===== config.mk =====
export PLATFORM = sky130hd
export DESIGN_NAME = uart_traffic_gen
export DESIGN_NICKNAME = d
export VERILOG_FILES = /design/src/rtl/uart_traffic_gen.sv
export SDC_FILE = /design/constraint.sdc
export NUM_CORES = 1
export LEC_CHECK = 0
export BUFFER_PORTS_ARGS = -buffer_cell sky130_fd_sc_hd__buf_2
export CAP_MARGIN = 5
export CORE_UTILIZATION = 61
export DETAILED_ROUTE_END_ITERATION = 10
export PLACE_DENSITY = 0.78
export SETUP_SLACK_MARGIN = 0.05
export SYNTH_ARGS = -nofsm -noshare
export SYNTH_HDL_FRONTEND = slang
export SYNTH_SLANG_ARGS = --single-unit

===== constraint.sdc =====
create_clock -name clk -period 3.85 [get_ports clk]
set_input_delay 0.77 -clock clk [delete_from_list [all_inputs] [get_ports clk]]
set_output_delay 0.77 -clock clk [all_outputs]
set_load 0.02 [all_outputs]

===== src/rtl/uart_traffic_gen.sv =====
// UART traffic source: counter, PRBS or FIFO-echo characters handed to a uart_tx-style core.
// Define UART_TRAFFIC_STATS_EN to add the o_tx_count / o_drop_count statistics outputs.
module uart_traffic_gen #(
   parameter int          DATA_W     = 8,
   parameter int          INTERVAL   = 20000,
   parameter int          FIFO_DEPTH = 16,
   parameter logic [15:0] PRBS_SEED  = 16'hACE1
) (
   input  logic                          clk,
   input  logic                          rst,
   input  logic                          i_run,
   input  logic [1:0]                    i_mode,
   input  logic [DATA_W-1:0]             i_rx_data,
   input  logic                          i_rx_valid,
   input  logic                          i_tx_busy,
   output logic [DATA_W-1:0]             o_tx_data,
   output logic                          o_tx_en,
   output logic [$clog2(FIFO_DEPTH):0]   o_fifo_level,
   output logic                          o_overflow
`ifdef UART_TRAFFIC_STATS_EN
   ,
   output logic [31:0]                   o_tx_count,
   output logic [15:0]                   o_drop_count
`endif
);

   localparam int AW = $clog2(FIFO_DEPTH);
   localparam int LW = AW + 1;
   localparam int CW = (INTERVAL > 1) ? $clog2(INTERVAL) : 1;

   localparam logic [1:0] MODE_CNT  = 2'd0;
   localparam logic [1:0] MODE_PRBS = 2'd1;
   localparam logic [1:0] MODE_ECHO = 2'd2;

   typedef enum logic [2:0] {
      IDLE,
      GAP,
      LAUNCH,
      WAIT_ACK,
      WAIT_DONE
   } state_t;

   state_t              state_q, state_d;
   logic [1:0]          mode_q, mode_d;
   logic [CW-1:0]       gap_q, gap_d;
   logic [DATA_W-1:0]   cnt_q, cnt_d;
   logic [15:0]         lfsr_q, lfsr_d;
   logic                tx_en_q, tx_en_d;
   logic [DATA_W-1:0]   tx_data_q, tx_data_d;
   logic [AW-1:0]       wr_ptr_q, wr_ptr_d;
   logic [AW-1:0]       rd_ptr_q, rd_ptr_d;
   logic [LW-1:0]       level_q, level_d;
   logic                ovf_q, ovf_d;
   logic [DATA_W-1:0]   fifo_mem_q [FIFO_DEPTH];

   logic                fifo_full;
   logic                fifo_empty;
   logic                push;
   logic                pop;
   logic [DATA_W-1:0]   src_data;

   assign fifo_full  = (level_q == LW'(FIFO_DEPTH));
   assign fifo_empty = (level_q == '0);
   assign push       = i_rx_valid && !fifo_full;

   always_comb begin
      src_data = fifo_mem_q[rd_ptr_q];
      case (mode_q)
         MODE_CNT:  src_data = cnt_q;
         MODE_PRBS: src_data = lfsr_q[DATA_W-1:0];
         default:   src_data = fifo_mem_q[rd_ptr_q];
      endcase
   end

   // Mode is sampled only when leaving IDLE so a character in flight always completes.
   always_comb begin
      state_d   = state_q;
      mode_d    = mode_q;
      gap_d     = gap_q;
      cnt_d     = cnt_q;
      lfsr_d    = lfsr_q;
      tx_en_d   = 1'b0;
      tx_data_d = tx_data_q;
      pop       = 1'b0;
      case (state_q)
         IDLE: begin
            if (i_run) begin
               if (i_mode == MODE_CNT || i_mode == MODE_PRBS) begin
                  mode_d  = i_mode;
                  gap_d   = '0;
                  state_d = GAP;
               end else if (i_mode == MODE_ECHO && !fifo_empty) begin
                  mode_d  = i_mode;
                  state_d = LAUNCH;
               end
            end
         end
         GAP: begin
            if (!i_run) begin
               gap_d   = '0;
               state_d = IDLE;
            end else if (gap_q == CW'(INTERVAL - 1)) begin
               gap_d   = '0;
               state_d = LAUNCH;
            end else begin
               gap_d = gap_q + 1'b1;
            end
         end
         LAUNCH: begin
            if (!i_tx_busy) begin
               tx_en_d   = 1'b1;
               tx_data_d = src_data;
               pop       = (mode_q == MODE_ECHO) && !fifo_empty;
               state_d   = WAIT_ACK;
            end
         end
         WAIT_ACK: begin
            if (i_tx_busy) begin
               state_d = WAIT_DONE;
            end
         end
         WAIT_DONE: begin
            if (!i_tx_busy) begin
               if (mode_q == MODE_CNT) begin
                  cnt_d = cnt_q + 1'b1;
               end else if (mode_q == MODE_PRBS) begin
                  lfsr_d = {lfsr_q[14:0], lfsr_q[15] ^ lfsr_q[13] ^ lfsr_q[12] ^ lfsr_q[10]};
               end
               state_d = IDLE;
            end
         end
         default: state_d = IDLE;
      endcase
   end

   // Push and pop in the same cycle both take effect and leave the level unchanged.
   always_comb begin
      wr_ptr_d = push ? wr_ptr_q + 1'b1 : wr_ptr_q;
      rd_ptr_d = pop ? rd_ptr_q + 1'b1 : rd_ptr_q;
      level_d  = level_q;
      case ({push, pop})
         2'b10:   level_d = level_q + 1'b1;
         2'b01:   level_d = level_q - 1'b1;
         default: level_d = level_q;
      endcase
      ovf_d = ovf_q | (i_rx_valid & fifo_full);
   end

   always_ff @(posedge clk or posedge rst) begin
      if (rst) begin
         state_q   <= IDLE;
         mode_q    <= MODE_CNT;
         gap_q     <= '0;
         cnt_q     <= '0;
         lfsr_q    <= PRBS_SEED;
         tx_en_q   <= 1'b0;
         tx_data_q <= '0;
         wr_ptr_q  <= '0;
         rd_ptr_q  <= '0;
         level_q   <= '0;
         ovf_q     <= 1'b0;
      end else begin
         state_q   <= state_d;
         mode_q    <= mode_d;
         gap_q     <= gap_d;
         cnt_q     <= cnt_d;
         lfsr_q    <= lfsr_d;
         tx_en_q   <= tx_en_d;
         tx_data_q <= tx_data_d;
         wr_ptr_q  <= wr_ptr_d;
         rd_ptr_q  <= rd_ptr_d;
         level_q   <= level_d;
         ovf_q     <= ovf_d;
      end
   end

   // Storage needs no reset; emptiness is tracked entirely by the pointers and level.
   always_ff @(posedge clk) begin
      if (push) begin
         fifo_mem_q[wr_ptr_q] <= i_rx_data;
      end
   end

   assign o_tx_en      = tx_en_q;
   assign o_tx_data    = tx_data_q;
   assign o_fifo_level = level_q;
   assign o_overflow   = ovf_q;

`ifdef UART_TRAFFIC_STATS_EN
   logic [31:0] tx_count_q, tx_count_d;
   logic [15:0] drop_count_q, drop_count_d;

   always_comb begin
      tx_count_d   = tx_en_d ? tx_count_q + 32'd1 : tx_count_q;
      drop_count_d = drop_count_q;
      if (i_rx_valid && fifo_full && drop_count_q != 16'hFFFF) begin
         drop_count_d = drop_count_q + 16'd1;
      end
   end

   always_ff @(posedge clk or posedge rst) begin
      if (rst) begin
         tx_count_q   <= '0;
         drop_count_q <= '0;
      end else begin
         tx_count_q   <= tx_count_d;
         drop_count_q <= drop_count_d;
      end
   end

   assign o_tx_count   = tx_count_q;
   assign o_drop_count = drop_count_q;
`else
   // Statistics counters are not built in this configuration.
`endif

endmodule


Word-level counts from Yosys, hierarchy flattened
Memories as Yosys holds them, arrays and structs flattened.
Cells that the tools add are included.

operators by class
  add/subtract/negate cells = 6
  multipliers = 0
  divide/modulo/power cells = 0
  order comparisons = 0
  eq/ne operators = 19
  shift-type cells = 0
  multiplexer cells = 24
  bitwise gates (word level) = 7
  reductions and logical operators = 19

operators with widths
  operator                 count
  $mux W15                 4
  $pmux W15 S2             1
  $mux W3                  8
  $pmux W8 S2              1
  $add A15 B1 Y15 const B  1
  $eq A15 B15 Y1 const B   1
  $pmux W3 S5              1
  $ne A2 B2 Y1 const B     5
  $pmux W5 S2              1
  $reduce_and A3 Y1        3
  $add A4 B1 Y4 const B    2
  $add A8 B1 Y8 const B    1
  $eq A2 B1 Y1 const B     3
  $eq A2 B2 Y1 const B     3
  $eq A3 B2 Y1 const B     2
  $mux W1                  6
  $ne A3 B3 Y1 const B     2
  $reduce_and A6 Y1        1
  $reduce_bool A2 Y1       3
  $add A5 B1 Y5 const B    1
  $eq A5 B5 Y1 const B     1
  $logic_not A5 Y1         1
  $sub A5 B1 Y5 const B    1
  $logic_not A2 Y1         2
  other kinds (13)         20

storage, ports and cells
  flip-flop bits (word level) = 67
  latch bits = 0
  RAM bits = 128
  bits in read-only memories = 0
  input bits = 15
  output and inout bits = 15
  logic and storage cells = 87
  memories kept = 1

memory list
  name        depth  bits a word  read ports  clocked after Yosys merged registers in  wr ports  RTL line  RTL
  fifo_mem_q  16     8            1           0                                        1         54        logic [DATA_W-1:0] fifo_mem_q [FIFO_DEPTH];

Longest topological paths before layout
Gate-level depths: netlist of the first run.

  word-level depth = 7
  mapped depth = 13
  depth with buffers taken out = 11

Worst setup path before layout of the first run
OpenSTA, ideal clock, no wires.

  path kind = input to register
  start = in i_tx_busy
  end = reg level_q[4], in the netlist o_fifo_level[4]
  library setup time = 0.132 ns
  arrival = 3.154 ns
  required time = 3.718 ns
  path slack = 0.565 ns
  stages = 11
  path buffers = 1
  cell sequence = or3_1 > buf_2 > nor4b_4 > ha_1 > inv_1 > fa_1 > nor2b_1 > o21ai_0 > nand3_1 > or3b_2 > xnor2_1

between the ends
  cells in the longest elaborated chain, start to end = 4
  elaborated cells between the ends (all ways) = 6
  those cells by class = eq/ne: 2; mux: 3; reduce/logical: 1

ends and longest elaborated chain
  what                                               RTL line  RTL
  start, declared                                    15        input logic i_tx_busy,
  $mux W1 *                                          110       if (!i_tx_busy) begin
  $mux W1 *                                          85        case (state_q)
  named net pop                                      59        logic pop;
  $eq A2 B1 Y1 or $eq A2 B2 Y1 (tied branches)       141       case ({push, pop})
  $pmux W5 S2 or $reduce_bool A2 Y1 (tied branches)  --
  end signal, assigned                               172       level_q <= level_d;
  end, declared                                      52        logic [LW-1:0] level_q, level_d;

The timed path passes the listed nets; every way through them passes the cells marked *.
A chain may end at the register's enable or synchronous reset.

Worst setup path after layout of the first run
  start = reg level_q[0], in the netlist o_fifo_level[0]
  end = reg level_q[4], in the netlist o_fifo_level[4]

between the ends
  cells in the longest elaborated chain, start to end = 7
  elaborated cells between the ends (all ways) = 14
  those cells by class = add/sub: 2; eq/ne: 3; mux: 3; reduce/logical: 6

ends and longest elaborated chain
  what                                               RTL line  RTL
  $logic_not A5 Y1 *                                 63        assign fifo_empty = (level_q == '0);
  $logic_not A1 Y1 *                                 113       pop = (mode_q == MODE_ECHO) && !fifo_empty;
  $logic_and A1 B1 Y1 *                              113
  $mux W1 *                                          110
  $mux W1 *                                          85
  named net pop                                      59
  $eq A2 B1 Y1 or $eq A2 B2 Y1 (tied branches)       141
  $pmux W5 S2 or $reduce_bool A2 Y1 (tied branches)  --

Marked as above.

==> reports/metrics.yaml, run 1 <==
r2r_cells: 10
skew_ns: 0.00926
fin_crit_sh_pct: 86.4
slew-limit-headroom_pct: 33.8
final_antenna_net_count: 0
rows: 42
die_area_um2: 14100
dieWidth_um: 119
design.core.area_um2: 13300
regToRegSetupSlack_ns: 0.52
ys_ff_latch: 195
cts_buffer_depth: 2
synth_area_leaders: "edfxtp_1 (46%), dfrtp_1 (18%), mux4_2 (6.5%), dfstp_2 (2.5%), mux2_2 (2.4%)"
viasPerCell: 6.20
synth-edff-count: 128
arrival_ns: 3.65
drt-wirelength-per-cell_um: 21.4
grt_use_total_pct: 25.9
setup_violations: 0
async_flop_share_pct: 34.4
start_kind: "flop"
drtIter0Drc: 429
cts_root_buf: "clkbuf_16"
dieHeight_um: 119
synth.cell_area_um2: 8340
num_vias: 4822
ys_types: 52
synth_cells: 555
yosysMostFrequentCell: "edfxtp_1"
drive_gt1_share_pct: 22.3
worstMarginPinSlew_ns: 0.993
vdd_drop_max_mv: 0.420
cts-resized-gates: 0
synth_nets: 582
start_util_pct: 62.7
overflow: 0
grt_pass1_wl_um: 26600
grt_max_degree: 57
diodes: 0
worstSetupEndpointType: "flop"
cts_setup_buffers: 0
cts_buffers: 17
required_ns: 4.17
rsz0062_at_grt: "no"
crit_start: "o_fifo_level[0]$_DFFE_PP0P_"
tns_ns: 0
io_buffers: 29
hp-class: "input port to async pin"
hold_viol_final: 0
area_delta_synth_final_pct: 10.9
gp_congestion: 0.825
synth_common_cells: "edfxtp_1 (128), dfrtp_1 (59), nor2_1 (40), nand2_1 (36), mux4_2 (24)"
routed_wl_um: 16600
postSynthAreaPerCell_um2: 15.0
antenna_found_initial: 1
synth_top_area_cell: "edfxtp_1"
yosysSeqAreaShare_pct: 66.3
yosysWarnings: 0
cellPowerDensity_nw_per_um2: 626
drv_slew: 0
min_period_ns: 3.33
drc: 0
hold_buffers: 0
cts-htree-levels: 4
fin_nets: 616
dr.pass1.iters: 5
whs_ns: 0.256
r2r_start: "o_fifo_level[0]$_DFFE_PP0P_"
clkSinkCount: 195
insertion_delay_ns: 0.44
critical_path_class: "flop to flop"
drv_cap: 0
yosys.area.top_type_share_pct: 46.1
leakage_uw: 0.00340
tritoncts: "done"
dpl.hpwl_um: 10700
grt_pass1_vias: 4908
max_freq_mhz: 301
synthFlopType: "edfxtp_1"
status: "finished, final reports clean"
crit_path_max_fanout: 5
clk_pin_slew_ns: 0.07
r2r_end: "o_fifo_level[4]$_DFFE_PP0P_"
pin_count: 30
fillers: 866
## cell type report
type | instances | area [um2] | share of cell area, %
Tap cell | 176 | 220 | 2.38
Clock buffer | 19 | 453 | 4.90
Inverter | 12 | 45.0 | 0.487
Multi-Input combinational cell | 323 | 2640 | 28.5
Clock inverter | 13 | 119 | 1.29
Sequential cell | 195 | 5530 | 59.8
Timing Repair Buffer | 40 | 240 | 2.60
## layout by cell type (no fill, tap or decap), types with 16 or more instances in the layout
master and n:
buf_2 29, clkbuf_16 17, dfrtp_1 58, edfxtp_1 128, mux2_2 18, mux2i_1 18, mux4_2 24, nand2_1 36
nor2_1 40, nor2b_1 21, o21ai_0 16, xnor2_1 17
## logic make-up after synthesis
kind of cell | count (synthesis) | synth area share, %
compound gates | 73 | 6.24
flops | 195 | 66.3
buf+inv | 37 | 2.01
fa+ha+maj | 12 | 1.89
xor+xnor | 26 | 2.73
simple gates | 152 | 9.70
mux | 60 | 11.1
## registers in the layout, summed over array words and instances (netlist names)
| name | flops |
|---|---|
| fifo_mem_q | 128 |
| mode_q | 2 |
| lfsr_q | 16 |
| o_overflow | 1 |
| wr_ptr_q | 4 |
| o_fifo_level | 5 |
| cnt_q | 8 |
| o_tx_data | 8 |
| gap_q | 15 |
| o_tx_en | 1 |
| state_q | 3 |
| rd_ptr_q | 4 |
## where the power goes
group	internal, uW	switching (uW)
sequential	2530	285
clock	884	807
combinational	510	773
## metal layers
metal	vias to the layer above	routed length, um	GRT usage (%)
li1	2168	-	-
met2	165	8290	40.9
met4	0	404	10.7
met3	28	1020	5.94
met5	-	0	0
met1	2461	6920	35.2
## through the flow
| stage | setup WS [ns] | power (uW) | util (%) | area [um2] | cells |
|---|---|---|---|---|---|
| global placement | 0.407 | 4050 | 65.2 | 8670 | 746 |
| CTS | 0.520 | 5810 | 69.5 | 9250 | 778 |
| finish | 0.524 | 5790 | 69.5 | 9250 | 778 |
| global route | 0.301 | 6040 | 69.5 | 9250 | 778 |
| floorplan | 0.565 | 3700 | - | 8340 | 555 |
| detailed placement | 0.308 | 4120 | 65.2 | 8670 | 746 |
## critical path, cell delays in order, from the launching register on
cell and delay, ns:
dfrtp_1 0.43, nor4_1 0.48, nor2b_1 0.50, nor4b_4 0.12, ha_1 0.27, ha_1 0.33, nor2b_1 0.15, o21ai_0 0.23
a21oi_1 0.10, or3b_2 0.46, xnor2_1 0.13
## worst max path at each step
stage                                       end  slack (ns)
finish              o_fifo_level[4]$_DFFE_PP0P_        0.52
global route        o_fifo_level[4]$_DFFE_PP0P_        0.30
CTS                 o_fifo_level[4]$_DFFE_PP0P_        0.52
detailed placement  o_fifo_level[4]$_DFFE_PP0P_        0.31
global placement    o_fifo_level[4]$_DFFE_PP0P_        0.41
floorplan           o_fifo_level[4]$_DFFE_PP0P_        0.56
Power figures use the tool's default switching activity.
==> run 2, diff against run 1 <==
ABC_AREA = 1   (was unset)
CORE_ASPECT_RATIO = 1.2   (was unset)
CORE_UTILIZATION = 62   (was 61)
PLACE_DENSITY = 0.79   (was 0.78)
==> reports/metrics.yaml, run 2 <==
status: "finished with violations"
violations: "DRC"
cts_buffer_depth: 2  # unchanged
yosysMostFrequentCell: "nand2_1"
ys_ff_latch: 195  # unchanged
dieWidth_um: 111  # -6.6%
yosysSeqAreaShare_pct: 62.6  # -3.8 points
synth-edff-count: 128  # unchanged
gp_congestion: 0.884  # +7.1%
hold_viol_final: 0  # unchanged
required_ns: 4.16  # about the same
clk_pin_slew_ns: 0.07  # about the same
dr.pass1.iters: 8  # +3
insertion_delay_ns: 0.44  # about the same
overflow: 0  # unchanged
tritoncts: "done"
worstMarginPinSlew_ns: 0.905  # -0.0881 ns
diodes: 0  # unchanged
viasPerCell: 5.63  # -9.2%
pin_count: 30  # unchanged
area_delta_synth_final_pct: 10.2
synth_common_cells: "nand2_1 (202), nor2_1 (164), edfxtp_1 (128), inv_1 (70), nand3_1 (70)"
critical_path_class: "flop to flop"
synthFlopType: "edfxtp_1"
synth_top_area_cell: "edfxtp_1"
drv_cap: 0  # unchanged
power.internal_uw: 4440  # +13%
dieHeight_um: 133  # +12%
antenna_found_initial: 0  # -1
hp-class: "input port to async pin"
power_frac_clock_pct: 26.9  # -2.3 points
crit_path_max_fanout: 10  # +5
cts-resized-gates: 0  # unchanged
largestRegisters: "fifo_mem_q (128), lfsr_q (16), gap_q (15)"
start_util_pct: 63.7  # +1.0 points
drive_gt1_share_pct: 11.2  # -11 points
rsz0062_at_grt: "no"
slew-limit-headroom_pct: 39.6  # +5.8 points
max_freq_mhz: 381  # +27%
p_sw_uw: 2680  # +44%
synth_area_leaders: "edfxtp_1 (43%), dfrtp_1 (17%), nand2_1 (8.6%), nor2_1 (7.0%), nand3_1 (4.0%)"
synth.cell_area_um2: 8840  # +6.1%
io_buffers: 29  # unchanged
p_comb_share_pct: 33.4  # +11 points
regMostFlops: "fifo_mem_q"
yosysWarnings: 0  # unchanged
grt_pass1_vias: 5978  # +22%
drc: 6  # +6
tns_ns: 0  # unchanged
min_period_ns: 2.63  # -0.698 ns
clkSinkCount: 195  # unchanged
final_antenna_net_count: 0  # unchanged
fin_nets: 967  # +57%
yosys.area.top_type_share_pct: 43.5  # -2.6 points
cts_buffers: 17  # unchanged
setup_violations: 0  # unchanged
start_kind: "flop"
ys_types: 36  # -31%
dpl.hpwl_um: 11700  # +9.3%
grt_pass1_wl_um: 29900  # +12%
worstSetupEndpointType: "flop"
drv_slew: 0  # unchanged
rows: 47  # +12%
async_flop_share_pct: 34.4  # unchanged
largest_reg_flops: 128  # unchanged
hold_buffers: 0  # unchanged
postSynthAreaPerCell_um2: 9.65  # -36%
routed_wl_um: 18400  # +10%
drtIter0Drc: 739  # +72%
final_common_cell: "nand2_1"
synth_cells: 916  # +65%
cts_root_buf: "clkbuf_16"
arrival_ns: 2.94  # -0.71 ns
drt-wirelength-per-cell_um: 16.3  # -24%
fillers: 1004  # +16%
die_area_um2: 14700  # +4.3%
swShare_pct: 37.6  # +5.4 points
whs_ns: 0.359  # +0.104 ns
layout.cells.most_common_list: "nand2_1 (202), nor2_1 (164), edfxtp_1 (128)"
skew_ns: 0.00599  # -0.00327 ns
cts-htree-levels: 4  # unchanged
grt_max_degree: 71  # +25%
num_vias: 6327  # +31%
synth_nets: 943  # +62%
cellPowerDensity_nw_per_um2: 731  # +17%
leakage_uw: 0.00406  # +19%
design.core.area_um2: 13900  # +4.4%
cts_setup_buffers: 0  # unchanged
vdd_drop_max_mv: 0.439  # +4.7%
seqPwrFrac_pct: 39.8  # -8.8 points
grt_use_total_pct: 26.8  # +0.86 points
fin_crit_sh_pct: 68.2  # -18 points
run 2: power by group through the flow:
stage | sequential (uW) | clock, uW | combinational [uW]
global route | 2870 | 2000 | 2660
detailed placement | 2860 | 0 | 2330
CTS | 2820 | 1920 | 2360
finish | 2830 | 1910 | 2380
global placement | 2850 | 0 | 2280
floorplan | 2890 | 0 | 1680
run 2: final cells by class:
| cell class | instances | area [um2] | share of cell area [%] |
|---|---|---|---|
| clock buffer | 17 | 425 | 4.37 |
| clock inverter | 15 | 223 | 2.29 |
| inverter | 85 | 319 | 3.27 |
| multi-input combinational | 607 | 2850 | 29.2 |
| sequential | 195 | 5530 | 56.8 |
| tap | 171 | 214 | 2.20 |
| timing repair buffer | 34 | 183 | 1.87 |
run 2: per-stage QoR:
step	instance area [um2]	util, %	cells	power [uW]	setup slack, ns
floorplan	8840	-	916	4580	1.26
global placement	9090	65.5	1092	5130	0.976
detailed placement	9090	65.5	1092	5200	0.921
CTS	9740	70.2	1124	7110	1.23
global route	9740	70.2	1124	7520	0.978
finish	9740	70.2	1124	7120	1.22
run 2: worst paths after layout:
path | startpoint | to | slack, ns | depth (start not counted)
max | state_q[2]$_DFFE_PP0P_ | o_fifo_level[4]$_DFFE_PP0P_ | 1.22 | 17
min | rst | o_fifo_level[0]$_DFFE_PP0P_ | 0.36 | 2
max reg2reg | state_q[2]$_DFFE_PP0P_ | o_fifo_level[4]$_DFFE_PP0P_ | 1.22 | 17
min reg2reg | lfsr_q[5]$_DFFE_PP1P_ | lfsr_q[6]$_DFFE_PP1P_ | 0.47 | 2
max in group asynchronous | rst | rd_ptr_q[0]$_DFFE_PP0P_ | 2.50 | 3
min in group clk | lfsr_q[5]$_DFFE_PP1P_ | lfsr_q[6]$_DFFE_PP1P_ | 0.47 | 2
run 2: cells by family (layout without fill, tap and decap cells):
kind of cell | Yosys count | in the layout | synth area share [%]
simple gates | 472 | 472 | 22.4
flops | 195 | 195 | 62.6
buf+inv | 114 | 151 | 5.24
compound gates | 104 | 104 | 6.11
xor+xnor | 19 | 19 | 1.88
fa+ha+maj | 12 | 12 | 1.78
run 2: critical path: stages (launching register included):
cell and delay [ns]:
dfrtp_1 0.43, inv_2 0.09, nand2_2 0.06, nor2_2 0.13, nand2_4 0.13, nor2_8 0.17
nand3_4 0.12, inv_2 0.09, ha_1 0.25, inv_1 0.08, fa_1 0.36, inv_1 0.10
a21oi_1 0.07, nor2_1 0.11, nor2_1 0.06, xor2_1 0.13, nand2_1 0.05, o21ai_0 0.08
run 2: layer usage:
layer	routed length [um]	track usage, %
met5	0	0
met2	9200	45.1
met4	534	12.9
met1	7720	34.6
met3	895	3.62
